## src/rtl/instruction_fetch_pkg.sv

```systemverilog
// Shared CPU package: fetch state encoding, the condition-instruction
// opcode and the condition-code encoding used by fetch and the decoder.
package instruction_fetch_pkg;

    typedef enum logic [1:0] {
        ST_IDLE = 2'd0,
        ST_LOAD = 2'd1,
        ST_RUN  = 2'd2,
        ST_HALT = 2'd3
    } fetch_state_e;

    localparam logic [1:0] COND_OPCODE = 2'b11;

    typedef enum logic [2:0] {
        CC_NEVER  = 3'b000,
        CC_EQZ    = 3'b001,
        CC_LTZ    = 3'b010,
        CC_LEZ    = 3'b011,
        CC_ALWAYS = 3'b100,
        CC_NEZ    = 3'b101,
        CC_GEZ    = 3'b110,
        CC_GTZ    = 3'b111
    } cond_code_e;

    // True when the instruction byte carries the condition opcode in its top bits
    function automatic logic is_cond_inst(input logic [7:0] instByte);
        return instByte[7:6] == COND_OPCODE;
    endfunction

endpackage

```

## src/rtl/instruction_fetch_condition_unit.sv

```systemverilog
// condition_unit: evaluates a signed 8-bit value against a 3-bit condition code.
module condition_unit
    import instruction_fetch_pkg::*;
(
    input  logic [2:0] code,
    input  logic [7:0] value,
    output logic       taken
);

    logic w_zero;
    logic w_neg;

    assign w_zero = (value == 8'h00);
    assign w_neg  = value[7];

    // Decode the condition code against the sign/zero flags of the value
    always_comb begin
        taken = 1'b0;
        case (cond_code_e'(code))
            CC_NEVER:  taken = 1'b0;
            CC_EQZ:    taken = w_zero;
            CC_LTZ:    taken = w_neg;
            CC_LEZ:    taken = w_neg | w_zero;
            CC_ALWAYS: taken = 1'b1;
            CC_NEZ:    taken = ~w_zero;
            CC_GEZ:    taken = ~w_neg;
            CC_GTZ:    taken = ~w_neg & ~w_zero;
            default:   taken = 1'b0;
        endcase
    end

endmodule

```

## src/rtl/instruction_fetch.sv

```systemverilog
// instruction_fetch: program loader plus fetch sequencer with conditional jumps.
// Optional feature macro FETCH_WRAP_HALT_EN: when defined, stepping past the
// last program address halts instead of wrapping pc back to 0.
module instruction_fetch
    import instruction_fetch_pkg::*;
#(
    parameter int PROG_DEPTH = 256
) (
    input  logic       clk,
    input  logic       rst,
    input  logic       load_start,
    input  logic       load_valid,
    input  logic [7:0] load_data,
    input  logic       load_last,
    output logic       load_ready,
    input  logic       run_start,
    input  logic       halt_req,
    input  logic [7:0] cond_value,
    input  logic [7:0] jump_target,
    output logic [7:0] inst,
    output logic       inst_valid,
    output logic [7:0] pc,
    output logic       halted
);

    localparam int AW = (PROG_DEPTH > 1) ? $clog2(PROG_DEPTH) : 1;
    localparam logic [AW-1:0] LAST_ADDR = AW'(PROG_DEPTH - 1);

    fetch_state_e  r_state;
    logic [AW-1:0] r_pc;
    logic [AW-1:0] r_addr;
    logic [7:0]    r_mem [PROG_DEPTH];

    logic [7:0]    w_memRead;
    logic          w_loadAccept;
    logic          w_loadDone;
    logic          w_condRaw;
    logic          w_jumpTaken;
    logic [AW-1:0] w_pcInc;
    logic [AW-1:0] w_jumpPc;

    assign w_memRead    = r_mem[r_pc];
    assign w_loadAccept = (r_state == ST_LOAD) && load_valid;
    assign w_loadDone   = w_loadAccept && (load_last || (r_addr == LAST_ADDR));
    assign w_pcInc      = r_pc + AW'(1);
    assign w_jumpPc     = jump_target[AW-1:0];
    assign w_jumpTaken  = is_cond_inst(w_memRead) && w_condRaw;

    condition_unit u_cond (
        .code  (w_memRead[2:0]),
        .value (cond_value),
        .taken (w_condRaw)
    );

    // Program memory write port; contents survive reset, and a byte presented on a reset edge is dropped
    always_ff @(posedge clk) begin
        if (!rst && w_loadAccept) begin
            r_mem[r_addr] <= load_data;
        end
    end

    // Control FSM: owns state, program counter and load address
    always_ff @(posedge clk) begin
        if (rst) begin
            r_state <= ST_IDLE;
            r_pc    <= '0;
            r_addr  <= '0;
        end else begin
            case (r_state)
                ST_IDLE: begin
                    if (load_start) begin
                        r_state <= ST_LOAD;
                        r_addr  <= '0;
                    end else if (run_start) begin
                        r_state <= ST_RUN;
                        r_pc    <= '0;
                    end
                end
                ST_LOAD: begin
                    if (w_loadAccept) begin
                        r_addr <= r_addr + AW'(1);
                        if (w_loadDone) begin
                            r_state <= ST_IDLE;
                        end
                    end
                end
                ST_RUN: begin
                    if (halt_req) begin
                        r_state <= ST_HALT;
                    end else if (w_jumpTaken) begin
                        r_pc <= w_jumpPc;
                    end else if (r_pc == LAST_ADDR) begin
`ifdef FETCH_WRAP_HALT_EN
                        r_state <= ST_HALT;
`else
                        r_pc    <= '0;
`endif
                    end else begin
                        r_pc <= w_pcInc;
                    end
                end
                ST_HALT: begin
                    if (load_start) begin
                        r_state <= ST_LOAD;
                        r_addr  <= '0;
                    end else if (run_start) begin
                        r_state <= ST_RUN;
                    end
                end
                default: begin
                    r_state <= ST_IDLE;
                end
            endcase
        end
    end

    assign load_ready = (r_state == ST_LOAD);
    assign inst_valid = (r_state == ST_RUN);
    assign inst       = inst_valid ? w_memRead : 8'h00;
    assign halted     = (r_state == ST_HALT);

    // Present the narrow program counter zero-extended to the 8-bit port
    always_comb begin
        pc         = 8'h00;
        pc[AW-1:0] = r_pc;
    end

endmodule

```

## config.mk

```make
export PLATFORM = sky130hd
export DESIGN_NAME = instruction_fetch
export DESIGN_NICKNAME = d
export VERILOG_FILES = /design/src/rtl/instruction_fetch_pkg.sv /design/src/rtl/instruction_fetch_condition_unit.sv /design/src/rtl/instruction_fetch.sv
export SDC_FILE = /design/constraint.sdc
export NUM_CORES = 2
export LEC_CHECK = 0
export BUFFER_PORTS_ARGS = -buffer_cell sky130_fd_sc_hd__buf_2
export CAP_MARGIN = 20
export CORE_ASPECT_RATIO = 2
export CORE_MARGIN = 4
export CORE_UTILIZATION = 60
export DETAILED_ROUTE_END_ITERATION = 12
export PLACE_DENSITY = 0.76
export SLEW_MARGIN = 20
export SYNTH_ARGS = -nofsm -noshare
export SYNTH_HDL_FRONTEND = slang
export SYNTH_HIERARCHICAL = 1
export SYNTH_SLANG_ARGS = --single-unit
```

## constraint.sdc

```tcl
create_clock -name clk -period 6.3 [get_ports clk]
set_input_delay 0.63 -clock clk [delete_from_list [all_inputs] [get_ports clk]]
set_output_delay 0.63 -clock clk [all_outputs]
set_load 0.02 [all_outputs]
```

==> results.md <==
* Status: completed
* DRC viols at 0
* Avg Synthesized Cell Area at 22.6 sq um
* Top-area cell type share of the netlist area at 0.761
* Die height at 527 um
* Layout cells sized above 1 at 0.273
* Syn_nets at 3609
* Post-synthesis sequential area ratio at 0.768
* Die X at 267 um
* Max FO, Critical Path at 37
* Sw frac at 0.206
* Most used DFF post-synth: edfxtp_1
* Crit path arrival time at 5.17 ns
* Drt first-iter violations at 5122
* CP Launch Type: register
* Power Total at 27.0 mW
* Synth Register Bits at 2074
* First-pass GRT wire length at 291 mm
* Cell Int Power at 21.5 mW
* Post-synthesis instance area at 0.0808 sq mm
* Post-Route Utilization at 0.663
* Lkg Pwr at 26.1 nW
* Hold/Removal Path Class: input port to register
* Via/cell ratio at 6.94
* P_sw at 5.57 mW
* Maximum number of pins on one net before global-route repair at 197
* Cts repair resizes at 0
* Clk slew on worst S/H paths at 0.07 ns
* Slew margin rel. at 0.204
* Post-CTS setup buffers at 0
* Post-layout minimum cycle time at 5.80 ns
* Hpwl dp at 131 mm
* Ys async rst share at 0
* Most frequent cells in the layout: edfxtp_1, mux4_2, nor2_1
* Initial antenna violation count at 4
* Final hold vios at 0
* Via count at 38500
* ANT nets after route at 0
* GPL Wtd Cong at 0.934
* Sequential power share at 0.561
* Initial core utilization at 0.603
* Clock latency on the worst-skew pair at 0.81 ns
* Commonest non-fill, non-tap cell in the layout: edfxtp_1
* Full die area at 0.141 sq mm
* Vias in the first global route at 40100
* Final net count at 3733
* CTS max path bufs at 4
* Total CTS buffers at 168
* Placement Rows at 190
* Total Neg Setup Slack at 0 ns
* Critical Path RT at 5.67 ns
* Boundary Pins at 50
* Final Max Tran Viols at 0
* Distinct cells, synth at 65
* Combinational Power Share at 0.051
* Least-Margin Pin Slew at 1.19 ns
* RSZ-0062 raised after global routing: false
* Area leader, netlist: edfxtp_1
* GRT Residual Overflow at 0
* H-tree depth at 4
* Post-synth EDFFs at 2048
* Wire per inst at 36.8 um
* CP Capture Type: primary output
* P per Cell Area at 305 mW/mm^2
* Ys Warns at 6
* CTS tree: built
* Clock power share at 0.387
* Final WL at 204 mm
* Setup Viol. Count Final at 0
* Max rail drop VDD at 0.214 mV
* DRT Pass-1 Iters at 8
* Maximum clock rate at 172 MHz
* Max-cap violations at 0
* Area contributors post-synth: edfxtp_1, mux4_2, nor2_1
* Final Skew at 0.0432 ns
* Total GRT Usage at 0.294
* IO buf count at 49
* CTS root buffer: clkbuf_16
* Crit path kind: register to primary output
* P&R area growth vs syn at 9.80%
* Core Box Area at 0.134 sq mm
* Hold buffer count at CTS at 0
* Post-synthesis cell count at 3569
* Tcrit/Tclk final at 0.921
* Clock sink total at 2074
final cells by class:
class | instances | area [sq um]
antenna | 2 | 5.00
clock buffer | 208 | 4470
clock inverter | 87 | 872
fill | 7913 | 45200
inverter | 9 | 33.8
multi-input combinational | 1278 | 17600
sequential | 2074 | 62000
tap | 1728 | 2160
timing repair buffer | 162 | 1510
metal layers:
metal,global-route usage,share of wire,wire (um),vias to the layer above
li1,-,-,-,15200
met1,0.325,0.30,61100,20200
met2,0.503,0.53,107000,2354
met3,0.0449,0.072,14700,647
met4,0.239,0.10,21000,0
met5,0,0,0,-
path summary, 6_finish.rpt:
check                           slack [ns]         to  depth (start not counted)           start
worst min register to register        0.58  r_addr[1]                          2       r_addr[1]
worst max-delay path                  0.50    inst[7]                         12        register
worst min-delay path                  0.11   register                          3  jump_target[4]
worst max register to register        0.85   register                         13        register
flip-flops by register name, indices dropped and copies added (netlist names), named ones only:
| name | count |
|---|---|
| r_addr | 8 |
| r_state | 2 |
| r_mem | 2048 |
| pc | 8 |
power by group through the flow:
stage               Combinational [mW]  Clock [mW]  Sequential (mW)
floorplan                        0.835           0             15.5
global placement                  1.34           0             15.5
detailed placement                1.37           0             15.5
CTS                               1.38        10.6             15.2
global route                      1.45        11.2             15.2
finish                            1.39        10.5             15.2
kinds of logic (layout without fill, tap and decap cells):
logic type / count (synthesis) / after routing / synth area share
DFF: 2074 / 2074 / 0.768
other: 0 / 2 / 0
AOI/OAI and AO/OA: 116 / 116 / 0.0103
xor gates and xnor gates: 8 / 8 / 0.000868
adders and majority gates: 9 / 9 / 0.00139
buffers and inverters: 217 / 466 / 0.0147
muxes: 663 / 663 / 0.179
and+or+nand+nor: 482 / 482 / 0.0257
synth_stat cells (all sizes together) (3+ instances only):
library cell  number
edfxtp          2048
mux4             626
nor2             295
buf              110
clkbuf            98
nand2             70
mux2i             34
nand3             33
a22oi             27
dfxtp             26
nor2b             26
a21oi             19
ha                 9
nor3               9
a211oi             8
inv                8
nand2b             8
nand4              8
o211ai             8
o21ai              8
or3                7
and2               6
o221ai             6
o22ai              6
xor2               5
a2111oi            4
a31oi              4
nor4               4
o31ai              4
a21o               3
mux2               3
nand3b             3
nor3b              3
o2111ai            3
or2                3
xnor2              3
critical path: stages (launching register included):
cell and delay, ns:
dfxtp_4 0.86, buf_12 0.37, buf_4 0.22, buf_4 0.25, mux4_2 0.27, mux4_2 0.24, nor2_1 0.04, a211oi_1 0.57
o32a_1 0.56, o311ai_2 0.17, buf_4 0.25, nor2_1 0.23, buf_2 0.22
through the flow:
stage	hold slack, ns	std cells	instance area, sq um	worst slack [ns]
detailed placement	0.560	5246	83200	0.942
global placement	0.525	5246	83200	0.931
finish	0.115	5548	88700	0.499
global route	0.133	5547	88700	0.375
floorplan	0.504	3569	80800	1.64
CTS	0.0864	5541	88600	0.472
Note: power is estimated with default switching activity, not from simulation.
